`src/rtl/id_redirect.sv`:
```
// rtl/id_redirect.sv - IF/ID pipeline register with jump/branch resolution and wrong-path squash
module id_redirect #(
    parameter int CNT_W = 16
) (
    input  logic             clk,
    input  logic             CLR_n,
    input  logic [31:0]      IR_in,
    input  logic [31:0]      PC_in,
    input  logic             stall,
    input  logic [31:0]      rs_data,
    input  logic [31:0]      rt_data,
    output logic [31:0]      IR_id,
    output logic [31:0]      PC_id,
    output logic             valid_id,
    output logic [31:0]      link_addr,
    output logic [31:0]      Jaddr,
    output logic [31:0]      PC_branch,
    output logic             JAL,
    output logic             J,
    output logic             JR,
    output logic             Branch,
    output logic             PC_EN,
    output logic [CNT_W-1:0] redirect_cnt,
    output logic [CNT_W-1:0] stall_cnt
);

    typedef enum logic {BUBBLE = 1'b0, RUN = 1'b1} state_t;

    state_t      state, state_nxt;
    logic [31:0] ir_nxt, pc_nxt;
    logic [5:0]  op, funct;
    logic        is_j, is_jal, is_jr, is_beq, is_bne;
    logic        g, rs_eq, redirect;
    logic [31:0] j_target;

    localparam logic [CNT_W-1:0] CNT_MAX = {CNT_W{1'b1}};
    localparam logic [CNT_W-1:0] CNT_ONE = {{(CNT_W-1){1'b0}}, 1'b1};

    assign op     = IR_id[31:26];
    assign funct  = IR_id[5:0];
    assign is_j   = (op == 6'h02);
    assign is_jal = (op == 6'h03);
    assign is_jr  = (op == 6'h00) && (funct == 6'h08);
    assign is_beq = (op == 6'h04);
    assign is_bne = (op == 6'h05);

    assign valid_id = (state == RUN);
    // Operands may be stale while the hazard unit holds us, so no redirect then.
    assign g        = valid_id && !stall;
    assign rs_eq    = (rs_data == rt_data);

    assign link_addr = PC_id + 32'd1;
    assign j_target  = {link_addr[31:26], IR_id[25:0]};
    assign Jaddr     = is_jr ? rs_data : j_target;
    assign PC_branch = PC_id + 32'd1 + {{16{IR_id[15]}}, IR_id[15:0]};

    assign J        = g && (is_j || is_jal);
    assign JR       = g && is_jr;
    assign JAL      = J || JR;
    assign Branch   = g && ((is_beq && rs_eq) || (is_bne && !rs_eq));
    assign redirect = JAL || Branch;
    assign PC_EN    = !stall;

    always_comb begin
        state_nxt = state;
        ir_nxt    = IR_id;
        pc_nxt    = PC_id;
        if (!stall) begin
            pc_nxt = PC_in;
            if (redirect) begin
                ir_nxt    = 32'd0;
                state_nxt = BUBBLE;
            end else begin
                ir_nxt    = IR_in;
                state_nxt = RUN;
            end
        end
    end

    always_ff @(posedge clk or negedge CLR_n) begin
        if (!CLR_n) begin
            state        <= BUBBLE;
            IR_id        <= 32'd0;
            PC_id        <= 32'd0;
            redirect_cnt <= '0;
            stall_cnt    <= '0;
        end else begin
            state <= state_nxt;
            IR_id <= ir_nxt;
            PC_id <= pc_nxt;
            if (stall && stall_cnt != CNT_MAX)
                stall_cnt <= stall_cnt + CNT_ONE;
            if (redirect && redirect_cnt != CNT_MAX)
                redirect_cnt <= redirect_cnt + CNT_ONE;
        end
    end

endmodule

```
`config.mk`:
```
export PLATFORM = sky130hd
export DESIGN_NAME = id_redirect
export DESIGN_NICKNAME = d
export VERILOG_FILES = /design/src/rtl/id_redirect.sv
export SDC_FILE = /design/constraint.sdc
export NUM_CORES = 1
export LEC_CHECK = 0
export CORE_MARGIN = 2
export CORE_UTILIZATION = 46
export CTS_CLUSTER_DIAMETER = 40
export DETAILED_ROUTE_END_ITERATION = 10
export PLACE_DENSITY_LB_ADDON = 0.08
export SYNTH_ARGS = -nofsm -noshare
export SYNTH_HDL_FRONTEND = slang
export SYNTH_SLANG_ARGS = --single-unit
```
`constraint.sdc`:
```
create_clock -name clk -period 6.3 [get_ports clk]
set_clock_uncertainty 0.1 [all_clocks]
set_input_delay 1.26 -clock clk [delete_from_list [all_inputs] [get_ports clk]]
set_output_delay 1.26 -clock clk [all_outputs]
set_load 0.01 [all_outputs]
```
After elaboration in Yosys (flattened, before gate mapping)
Cells that the tools add are included.

Equality and inequality tests: 8. Reduce and logical (&&, ||, !) cells: 16. Add/sub/neg operators: 4. Muxes and demuxes: 3.

Operators by type and width (count): 32-bit two-way mux (2); 16-bit by 1-bit adder with 16-bit output, second input constant (2); 32-bit by 1-bit adder with 32-bit output, second input constant (1); 32-bit adder (1); 32-bit equality test (1); 16-bit != test, second input constant (2); 6-bit by 2-bit equality test with 1-bit output, second input constant (2); 6-bit by 3-bit equality test with 1-bit output, second input constant (2); 1-bit logical AND (9); 6-bit by 4-bit equality test with 1-bit output, second input constant (1); 6-bit logical NOT (1); 1-bit logical OR (4); 1-bit logical NOT (2); 1-bit two-way mux (1).

Output and inout bits: 198. Input bits: 131. Word-level logic and storage cells: 36. Register bits: 97.

Depth between registers and ports, before layout
Gate-level depths: netlist of run 1.

Depth in word-level cells: 7. Depth in mapped cells: 17. Depth with buffers taken out: 16.

Least setup slack after synthesis of run 1
Ideal clock, no wire load.

Path type: register to output. Start point: reg PC_id[0]. End point: out PC_branch[28]. Data arrival time: 3.453 ns. Slack: 1.487 ns. Buffers on the path: 1. Stages on the path, launching flop included: 16. Cells stage by stage: dfrtp_1 ha_1 nand3_1 nor2_1 and3_1 and3_1 nand3_1 xnor2_1 ha_1 clkbuf_1 and3_1 nand2_1 nor4b_1 o21bai_1 a221o_1 o311a_1.

Cells in the longest elaborated chain, start to end: 2.

RTL lines: start, declared (RTL line 13) `output logic [31:0] PC_id,`; start signal, assigned (RTL line 90) `PC_id <= pc_nxt;`; 32-bit by 1-bit adder with 32-bit output; named net link_addr[18] (RTL line 15) `output logic [31:0] link_addr,`; 32-bit adder (RTL line 55) `assign PC_branch = PC_id + 32'd1 + {{16{IR_id[15]}}, IR_id[15:0]};`; end, declared (RTL line 17) `output logic [31:0] PC_branch,`.

The timed path passes the listed nets, and every way through them passes these cells.

Worst setup path in the final report of run 1
Start point: reg PC_id[0]. End point: out PC_branch[28].

Cells in the longest elaborated chain, start to end: 2.

RTL lines (RTL line): 32-bit by 1-bit adder with 32-bit output (55); 32-bit adder (55).

Every way passes these cells.

==> tab_implementation.tex, run 1 <==
\begin{tabular}{lr}
\hline
Metric & Value \\
\hline
\multicolumn{2}{l}{\textbf{Synthesis}} \\
FF+latch count, synth & 97 \\
Part of the Yosys area used for sequential elements & 34.4\% \\
Post-synthesis average cell area & 8.61 sq um \\
Share of the synthesized netlist area taken by xor and xnor gates & 14.3\% \\
Flip-flop cell with the highest count after synthesis & sky130\_fd\_sc\_hd\_\_dfrtp\_1 \\
Most used standard cell by instance count after synthesis & sky130\_fd\_sc\_hd\_\_nand2\_1 \\
Top area cells in the synthesized netlist & sky130\_fd\_sc\_hd\_\_dfrtp\_1 34\%, sky130\_fd\_sc\_hd\_\_nand2\_1 9.1\%, sky130\_fd\_sc\_hd\_\_xor2\_1 8.9\%, sky130\_fd\_sc\_hd\_\_ha\_1 6.4\%, sky130\_fd\_sc\_hd\_\_mux2\_2 5.6\% \\
Post-synthesis instance total & 819 \\
Adder-cell area share of the yosys netlist & 6.67\% \\
Compound-gate portion of the synthesized area & 12.3\% \\
Synthesized net count & roughly 990 \\
Async set-or-reset flop fraction in the synthesized netlist & 100\% \\
Area share of the largest cell type after synthesis & 34.4\% \\
Syn. warnings & 0 \\
Number of distinct library cell variants in the gate-level netlist after synthesis & a little under 60 \\
Simple-gate share of the synthesized area & 23.2\% \\
Number of flops mapped to enable cells by yosys & 0 \\
Commonest cells in the synthesized netlist & 171 x sky130\_fd\_sc\_hd\_\_nand2\_1, 97 x sky130\_fd\_sc\_hd\_\_dfrtp\_1, 72 x sky130\_fd\_sc\_hd\_\_xor2\_1, 43 x sky130\_fd\_sc\_hd\_\_xnor2\_1, 39 x sky130\_fd\_sc\_hd\_\_o21ai\_1 \\
Area leader, netlist & sky130\_fd\_sc\_hd\_\_dfrtp\_1 \\
Proportion of synthesized area in mux cells & 6.51\% \\
Cell area after technology mapping & 7050 sq um \\
Combinational family with the most area after synthesis & simple AND/OR/NAND/NOR gates \\
\multicolumn{2}{l}{\textbf{Floorplanning}} \\
Core outline area & 15,100 sq um \\
Effective utilization at floorplan & 46.7\% \\
Die Span Y & 128 um \\
Full die area & 16,300 sq um \\
Width of the chip & 128 um \\
Count of standard-cell rows & 45 \\
Top-level port count & $\sim$330 \\
\multicolumn{2}{l}{\textbf{Setup path}} \\
Worst-path maximum fanout & 8 \\
Kind of cell adding the most delay to the critical path & simple AND/OR/NAND/NOR gates \\
Sum of buffers and inverters on the critical path & 1 \\
Master of the slowest instance on the critical path & sky130\_fd\_sc\_hd\_\_clkdlybuf4s50\_1 \\
Critical Path Sink Type & output port \\
CP Class & reg -> out \\
Required time at the endpoint of the critical path & between 4 and 5 ns \\
CP cell instances & ha\_1 -> nand3\_1 -> nor2\_2 -> and3\_1 -> and3\_1 -> nand3\_1 -> xnor2\_1 -> ha\_1 -> and3\_1 -> nand2\_1 -> nor4b\_1 -> o21bai\_1 -> a221o\_1 -> nand3\_1 -> o311a\_1 -> clkdlybuf4s50\_1 \\
Type of origin of the critical path & register \\
Worst Path Arrival & 4.60 ns \\
Maximum cell stage delay along the critical path & 0.55 ns \\
\multicolumn{2}{l}{\textbf{CTS}} \\
Library cell used as clock root buffer & sky130\_fd\_sc\_hd\_\_clkbuf\_16 \\
H-Tree Depth & 3 \\
Clock latency at the later pin of the worst-skew pair & between 0.3 and 0.4 ns \\
CTS sink cnt & between 90 and 100 \\
Bufs on Longest Clock Path & 2 \\
Post-CTS repair timing setup buffer count & 0 \\
Clock-pin slew on the worst setup and hold paths & 0.07 ns \\
CTS tree & yes \\
Hold buffers post-CTS & 0 \\
Cts bufs inserted & 9 \\
\multicolumn{2}{l}{\textbf{Final layout}} \\
Ratio of cells with drive above 1 in the final layout & between 6 and 7\% \\
Nets@finish & 1,300 \\
Area of the multi-input gates & 4450 sq um \\
Finished Layout Cells & 1,325 \\
Area overhead of the layout relative to synthesis & 53.5\% \\
FF+latch area & 2430 sq um \\
Fill cells & approximately 1,200 \\
Number of antenna diodes & 0 \\
\multicolumn{2}{l}{\textbf{Power}} \\
Static Leakage & $\sim$4.7 nW \\
IR drop worst, VDD & around 0.16 mV \\
Cell area power density & 242 nW/um\^{}2 \\
Final Power & 0.00262 W \\
\multicolumn{2}{l}{\textbf{Route}} \\
Total routed wirelength & 25.9 mm \\
Detailed-route via count & 7,229 \\
Average wire per cell in the routed design & 19.5 um \\
Detail Route Antenna Nets & 0 \\
Drt pass-1 iters & 5 \\
Number of vias per cell after detailed routing & 5.46 \\
Iteration-0 DRC Markers & about 430 \\
Final routed DRC violation total & 0 \\
\multicolumn{2}{l}{\textbf{Timing}} \\
Setup repair after global routing missed its margin & false \\
Post-route clock period utilization & 94.6\% \\
Slew at the pin closest to its max-slew limit & 0.938 ns \\
Hold WS & 0.391 ns \\
Number of pins with negative max-slew slack in the final report & 0 \\
Max Clock Freq & 0.168 GHz \\
Setup\_tns & 0 ns \\
Final setup viols & 0 \\
Relative slew margins & 37.4\% \\
Min Tclk post-route & 5.96 ns \\
Endpoints failing hold & 0 \\
\multicolumn{2}{l}{\textbf{Placement}} \\
Cell count after placement & 1,309 \\
Port bufs & 328 \\
Placer's final routability congestion estimate & 0.912 \\
Half-perimeter wire length after detailed placement & 20.7 mm \\
\multicolumn{2}{l}{\textbf{Hold path}} \\
Min-delay worst type & reg -> reg \\
\multicolumn{2}{l}{\textbf{GRT}} \\
Number of global-route vias before repair & 7,008 \\
First-pass GRT wire length & 39.3 mm \\
GRT overflow & 0 \\
Antenna violations before repair & 0 \\
Total GRT Usage & 31.3\% \\
Largest net degree at the start of global routing & 62 \\
\multicolumn{2}{l}{\textbf{Outcome}} \\
Result of the run & completed \\
\multicolumn{2}{l}{\textbf{Flow run}} \\
Max-cap violation count & 0 \\
\hline
\end{tabular}
[where the power goes]
group	internal (W)	switching, W
logic	0.000644	0.000556
registers	0.000692	0.000105
clock network	0.000353	0.000271
[state kept, by name, indices dropped and copies added (netlist names)]
register	flops
valid_id	1
IR_id	32
redirect_cnt	16
PC_id	32
stall_cnt	16
[cell type report]
type	instances	share of cell area (%)
Timing Repair Buffer	334	30.7
Sequential cell	97	22.4
Multi-Input combinational cell	675	41.1
Tap cell	188	2.17
Clock inverter	7	0.937
Inverter	15	0.520
Clock buffer	9	2.08
[stage by stage]
step / worst slack (ns) / cell area (sq um) / utilization [%]
5_1_grt: 0.0688 / 10800 / 71.7
4_1_cts: 0.157 / 10800 / 71.7
3_3_place_gp: 0.763 / 10500 / 69.5
6_report: 0.341 / 10800 / 71.7
3_5_place_dp: 0.553 / 10500 / 69.5
2_1_floorplan: 1.49 / 7050 / -
[worst register-to-register path: stages (launching register included)]
cell	delay (ns)
sky130_fd_sc_hd__dfrtp_1	0.55
sky130_fd_sc_hd__nor4_1	0.10
sky130_fd_sc_hd__and4b_1	0.21
sky130_fd_sc_hd__and3_1	0.19
sky130_fd_sc_hd__or2_1	0.28
sky130_fd_sc_hd__nor2_4	0.69
sky130_fd_sc_hd__buf_4	0.38
sky130_fd_sc_hd__nand2_1	0.11
sky130_fd_sc_hd__o21ai_1	0.14
[layer usage]
layer	routed length, um	global-route usage (%)	up-vias
li1	-	-	3480
met5	0	0	-
met4	778	11.4	0
met2	12800	54.4	297
met3	2130	6.93	44
met1	10100	38.2	3408
[placed cells by master (no fill, tap or decap), types with 3 or more instances in the layout]
master / instances
sky130_fd_sc_hd__nor3_1: 16
sky130_fd_sc_hd__buf_4: 8
sky130_fd_sc_hd__nand2b_1: 3
sky130_fd_sc_hd__a21oi_1: 34
sky130_fd_sc_hd__a21o_1: 18
sky130_fd_sc_hd__o21ai_1: 39
sky130_fd_sc_hd__o21a_1: 6
sky130_fd_sc_hd__nor4_1: 12
sky130_fd_sc_hd__clkdlybuf4s50_1: 326
sky130_fd_sc_hd__nor4b_1: 3
sky130_fd_sc_hd__nor2b_1: 6
sky130_fd_sc_hd__clkbuf_16: 9
sky130_fd_sc_hd__nand4_1: 17
sky130_fd_sc_hd__o21ai_0: 6
sky130_fd_sc_hd__and4_1: 4
sky130_fd_sc_hd__ha_1: 36
sky130_fd_sc_hd__xnor2_1: 43
sky130_fd_sc_hd__a31oi_1: 5
sky130_fd_sc_hd__dfrtp_1: 97
sky130_fd_sc_hd__and2_1: 7
sky130_fd_sc_hd__xor2_1: 72
sky130_fd_sc_hd__nor2_1: 34
sky130_fd_sc_hd__a211oi_1: 4
sky130_fd_sc_hd__mux2_1: 4
sky130_fd_sc_hd__inv_1: 15
sky130_fd_sc_hd__o21bai_1: 6
sky130_fd_sc_hd__nand3_1: 36
sky130_fd_sc_hd__mux2_2: 35
sky130_fd_sc_hd__nor4_2: 4
sky130_fd_sc_hd__nand2_1: 171
sky130_fd_sc_hd__and3_1: 16
sky130_fd_sc_hd__o31ai_1: 3
[kinds of logic (layout without fill, tap and decap cells)]
kind of cell,after synthesis,after routing
simple gates,343,343
compound gates,139,139
xor+xnor,115,115
flops,97,97
buf+inv,47,365
mux,41,41
fa+ha+maj,37,37
[path summary, 6_finish.rpt]
check	from	endpoint	slack [ns]	cells past startpoint
setup reg to reg	IR_id[1]	IR_id[8]	3.47	8
min in group asynchronous	CLR_n	stall_cnt[9]	0.76	1
hold reg to reg	stall_cnt[11]	stall_cnt[11]	0.39	1
hold / removal	stall_cnt[11]	stall_cnt[11]	0.39	1
setup / recovery	PC_id[0]	PC_branch[28]	0.34	16
max in group asynchronous	CLR_n	PC_id[27]	4.16	2
[timing repair]
action                                 CTS  global route
setup endpoints to repair                0             2
resized for setup                        0             2
endpoints found under the hold margin    0             0
(Power assumes the default switching activity.)
==> run 2: changes to the inputs <==
Settings changed: CAP_MARGIN set to 30.
==> results of run 2 <==
Same layout as run 1: the final DEF is identical, and so are final timing and power.
==> run 3: changes to the inputs <==
Settings changed: CORE_UTILIZATION 46 to 38.
Clock period 6.3 ns to 5.18 ns, I/O delays scaled along.
==> tab_implementation.tex, run 3 (same netlist as run 1, synthesis figures left out) <==
\begin{tabular}{lr}
\hline
Metric & Value \\
\hline
\multicolumn{2}{l}{\textbf{Placement}} \\
Port bufs & 328 \\
Post-place setup slack & 0.120 ns \\
Placer's final routability congestion estimate & 0.956 \\
Half-perimeter wire length after detailed placement & a little over 20 mm \\
\multicolumn{2}{l}{\textbf{Floorplanning}} \\
Effective utilization at floorplan & $\sim$39\% \\
Count of standard-cell rows & between 40 and 50 \\
Core outline area & 18,100 sq um \\
Top-level port count & 329 \\
Die Span Y & 140 um \\
Width of the chip & 140 um \\
Full die area & 19,700 sq um \\
\multicolumn{2}{l}{\textbf{Hold path}} \\
Hold Crit Depth & 1 \\
Worst Hold Path EP & stall\_cnt[11] \\
Min-delay worst type & reg -> reg \\
Launch point of the worst hold path & stall\_cnt[11] \\
\multicolumn{2}{l}{\textbf{CTS}} \\
H-Tree Depth & 3 \\
Hold buffers post-CTS & 0 \\
Cts bufs inserted & 9 \\
Library cell used as clock root buffer & sky130\_fd\_sc\_hd\_\_clkbuf\_16 \\
Clock latency at the later pin of the worst-skew pair & roughly 0.36 ns \\
CTS sink cnt & 97 \\
Clock-pin slew on the worst setup and hold paths & around 0.080 ns \\
Bufs on Longest Clock Path & 2 \\
CTS tree & yes \\
\multicolumn{2}{l}{\textbf{Timing}} \\
Max Clock Freq & 0.200 GHz \\
Min Tclk post-route & 4.99 ns \\
Final critical-path setup slack & 0.188 ns \\
Slew at the pin closest to its max-slew limit & 0.910 ns \\
Post-route clock period utilization & just under 100\% \\
Final setup viols & 0 \\
Relative slew margins & 39.3\% \\
Number of pins with negative max-slew slack in the final report & 0 \\
Hold WS & 0.389 ns \\
Endpoints failing hold & 0 \\
Setup\_tns & 0 ns \\
\multicolumn{2}{l}{\textbf{Final layout}} \\
Most frequent cells in the layout & 313 x sky130\_fd\_sc\_hd\_\_clkdlybuf4s50\_1, 170 x sky130\_fd\_sc\_hd\_\_nand2\_1, 97 x sky130\_fd\_sc\_hd\_\_dfrtp\_1 \\
Nets@finish & approximately 1,300 \\
Most common cell after layout, fill and taps aside & sky130\_fd\_sc\_hd\_\_clkdlybuf4s50\_1 \\
Number of antenna diodes & 0 \\
Ratio of cells with drive above 1 in the final layout & 12.2\% \\
Registers with the highest flip-flop counts & IR\_id: 32 flops, PC\_id: 32 flops \\
Area overhead of the layout relative to synthesis & 60.7\% \\
\multicolumn{2}{l}{\textbf{Setup path}} \\
Worst-path maximum fanout & 6 \\
Type of origin of the critical path & register \\
End of the worst register-to-register path & redirect\_cnt[1] \\
Required time at the endpoint of the critical path & 4.04 ns \\
Logic depth of the worst register-to-register path & 7 \\
Worst Path Arrival & 3.86 ns \\
Critical Path Sink Type & output port \\
CP Class & reg -> out \\
Flop-to-flop setup slack & 2.54 ns \\
Startpoint of the most critical register-to-register path & IR\_id[5] \\
\multicolumn{2}{l}{\textbf{Power}} \\
Final Power & 0.00317 W \\
Cell area power density & 279 nW/um\^{}2 \\
Static Leakage & 5.00 nW \\
IR drop worst, VDD & 0.233 mV \\
\multicolumn{2}{l}{\textbf{Route}} \\
Total routed wirelength & 26.2 mm \\
Detailed-route via count & approximately 7,300 \\
Iteration-0 DRC Markers & between 300 and 400 \\
Number of vias per cell after detailed routing & about 5.2 \\
Average wire per cell in the routed design & between 15 and 20 um \\
Drt pass-1 iters & 5 \\
Final routed DRC violation total & 0 \\
Detail Route Antenna Nets & 0 \\
\multicolumn{2}{l}{\textbf{GRT}} \\
GRT overflow & 0 \\
Largest net degree at the start of global routing & 71 \\
Total GRT Usage & about 26\% \\
First-pass GRT wire length & 39.6 mm \\
Antenna violations before repair & 1 \\
Number of global-route vias before repair & 7,066 \\
\multicolumn{2}{l}{\textbf{Flow run}} \\
Max-cap violation count & 0 \\
\multicolumn{2}{l}{\textbf{Outcome}} \\
Result of the run & completed \\
\hline
\end{tabular}
[run 3: cell types whose count changed in the layout (fill, tap and decap cells not counted), moves of 3 or more]
cell                              change
sky130_fd_sc_hd__buf_4               +39
sky130_fd_sc_hd__clkdlybuf4s50_1     -13
sky130_fd_sc_hd__dlymetal6s2s_1       +8
sky130_fd_sc_hd__ha_1                 -7
sky130_fd_sc_hd__xnor2_1              -7
sky130_fd_sc_hd__xnor2_2              +7
sky130_fd_sc_hd__ha_2                 +5
sky130_fd_sc_hd__a31oi_1              -3
sky130_fd_sc_hd__dlygate4sd2_1        +3
sky130_fd_sc_hd__nor2_1               -3
[run 3: worst max-delay path by stage]
| stage | start | to | slack (ns) | cells past startpoint |
|---|---|---|---|---|
| after floorplan | PC_id[0] | PC_branch[28] | 0.59 | 15 |
| after global placement | PC_id[0] | PC_branch[27] | 0.16 | 17 |
| after detailed placement | PC_id[0] | PC_branch[27] | 0.12 | 17 |
| after CTS | PC_id[0] | PC_branch[28] | -0.16 | 16 |
| after global routing | PC_id[8] | PC_branch[28] | -0.02 | 14 |
| final | PC_id[8] | PC_branch[28] | 0.19 | 14 |
[run 3: critical path, cell delays in order (launching register included)]
cell                             delay (ns)
sky130_fd_sc_hd__dfrtp_1               0.39
sky130_fd_sc_hd__and4_1                0.32
sky130_fd_sc_hd__nand4_1               0.29
sky130_fd_sc_hd__nor2_2                0.24
sky130_fd_sc_hd__nand3_1               0.14
sky130_fd_sc_hd__xnor2_2               0.18
sky130_fd_sc_hd__ha_1                  0.35
sky130_fd_sc_hd__and3_1                0.20
sky130_fd_sc_hd__nand2_1               0.10
sky130_fd_sc_hd__nor4b_2               0.24
sky130_fd_sc_hd__o21bai_1              0.11
sky130_fd_sc_hd__a221o_1               0.32
sky130_fd_sc_hd__buf_4                 0.14
sky130_fd_sc_hd__o311a_1               0.30
sky130_fd_sc_hd__dlymetal6s2s_1        0.18
[run 3: final cells by class]
| class | count | area [sq um] |
|---|---|---|
| sequential | 97 | 2430 |
| inverter | 15 | 56.3 |
| multi-input combinational | 675 | 4650 |
| clock buffer | 11 | 243 |
| timing repair buffer | 373 | 3620 |
| fill | 1587 | 6760 |
| tap | 229 | 287 |
| clock inverter | 5 | 45.0 |
[run 3: what timing repair did]
action,4_1_cts,5_1_grt
buffers inserted,0,7
gates resized for setup,16,45
endpoints found under the setup margin,8,16
pin swaps,2,16
endpoints found under the hold margin,0,0
[run 3: report_power, final]
part           switching (W)  total [W]  internal [W]  leakage (nW)
Clock               0.000330   0.000678      0.000348         0.139
Sequential          0.000122   0.000964      0.000842          1.21
Combinational       0.000698    0.00152      0.000825          3.66
[run 3: through the flow]
stage	cells	cell area, sq um	util, %
2_1_floorplan	819	7050	-
4_1_cts	1398	11100	61.4
3_5_place_dp	1382	10800	59.6
5_1_grt	1405	11300	62.6
3_3_place_gp	1382	10800	59.6
6_report	1405	11300	62.6
[run 3: layer usage]
layer | global-route usage [%] | vias up | part of all wire [%]
met1 | 32.8 | 3460 | 42
met2 | 42.3 | 261 | 47
met3 | 7.52 | 39 | 7.8
li1 | - | 3565 | -
met4 | 8.61 | 0 | 2.5
met5 | 0 | - | 0
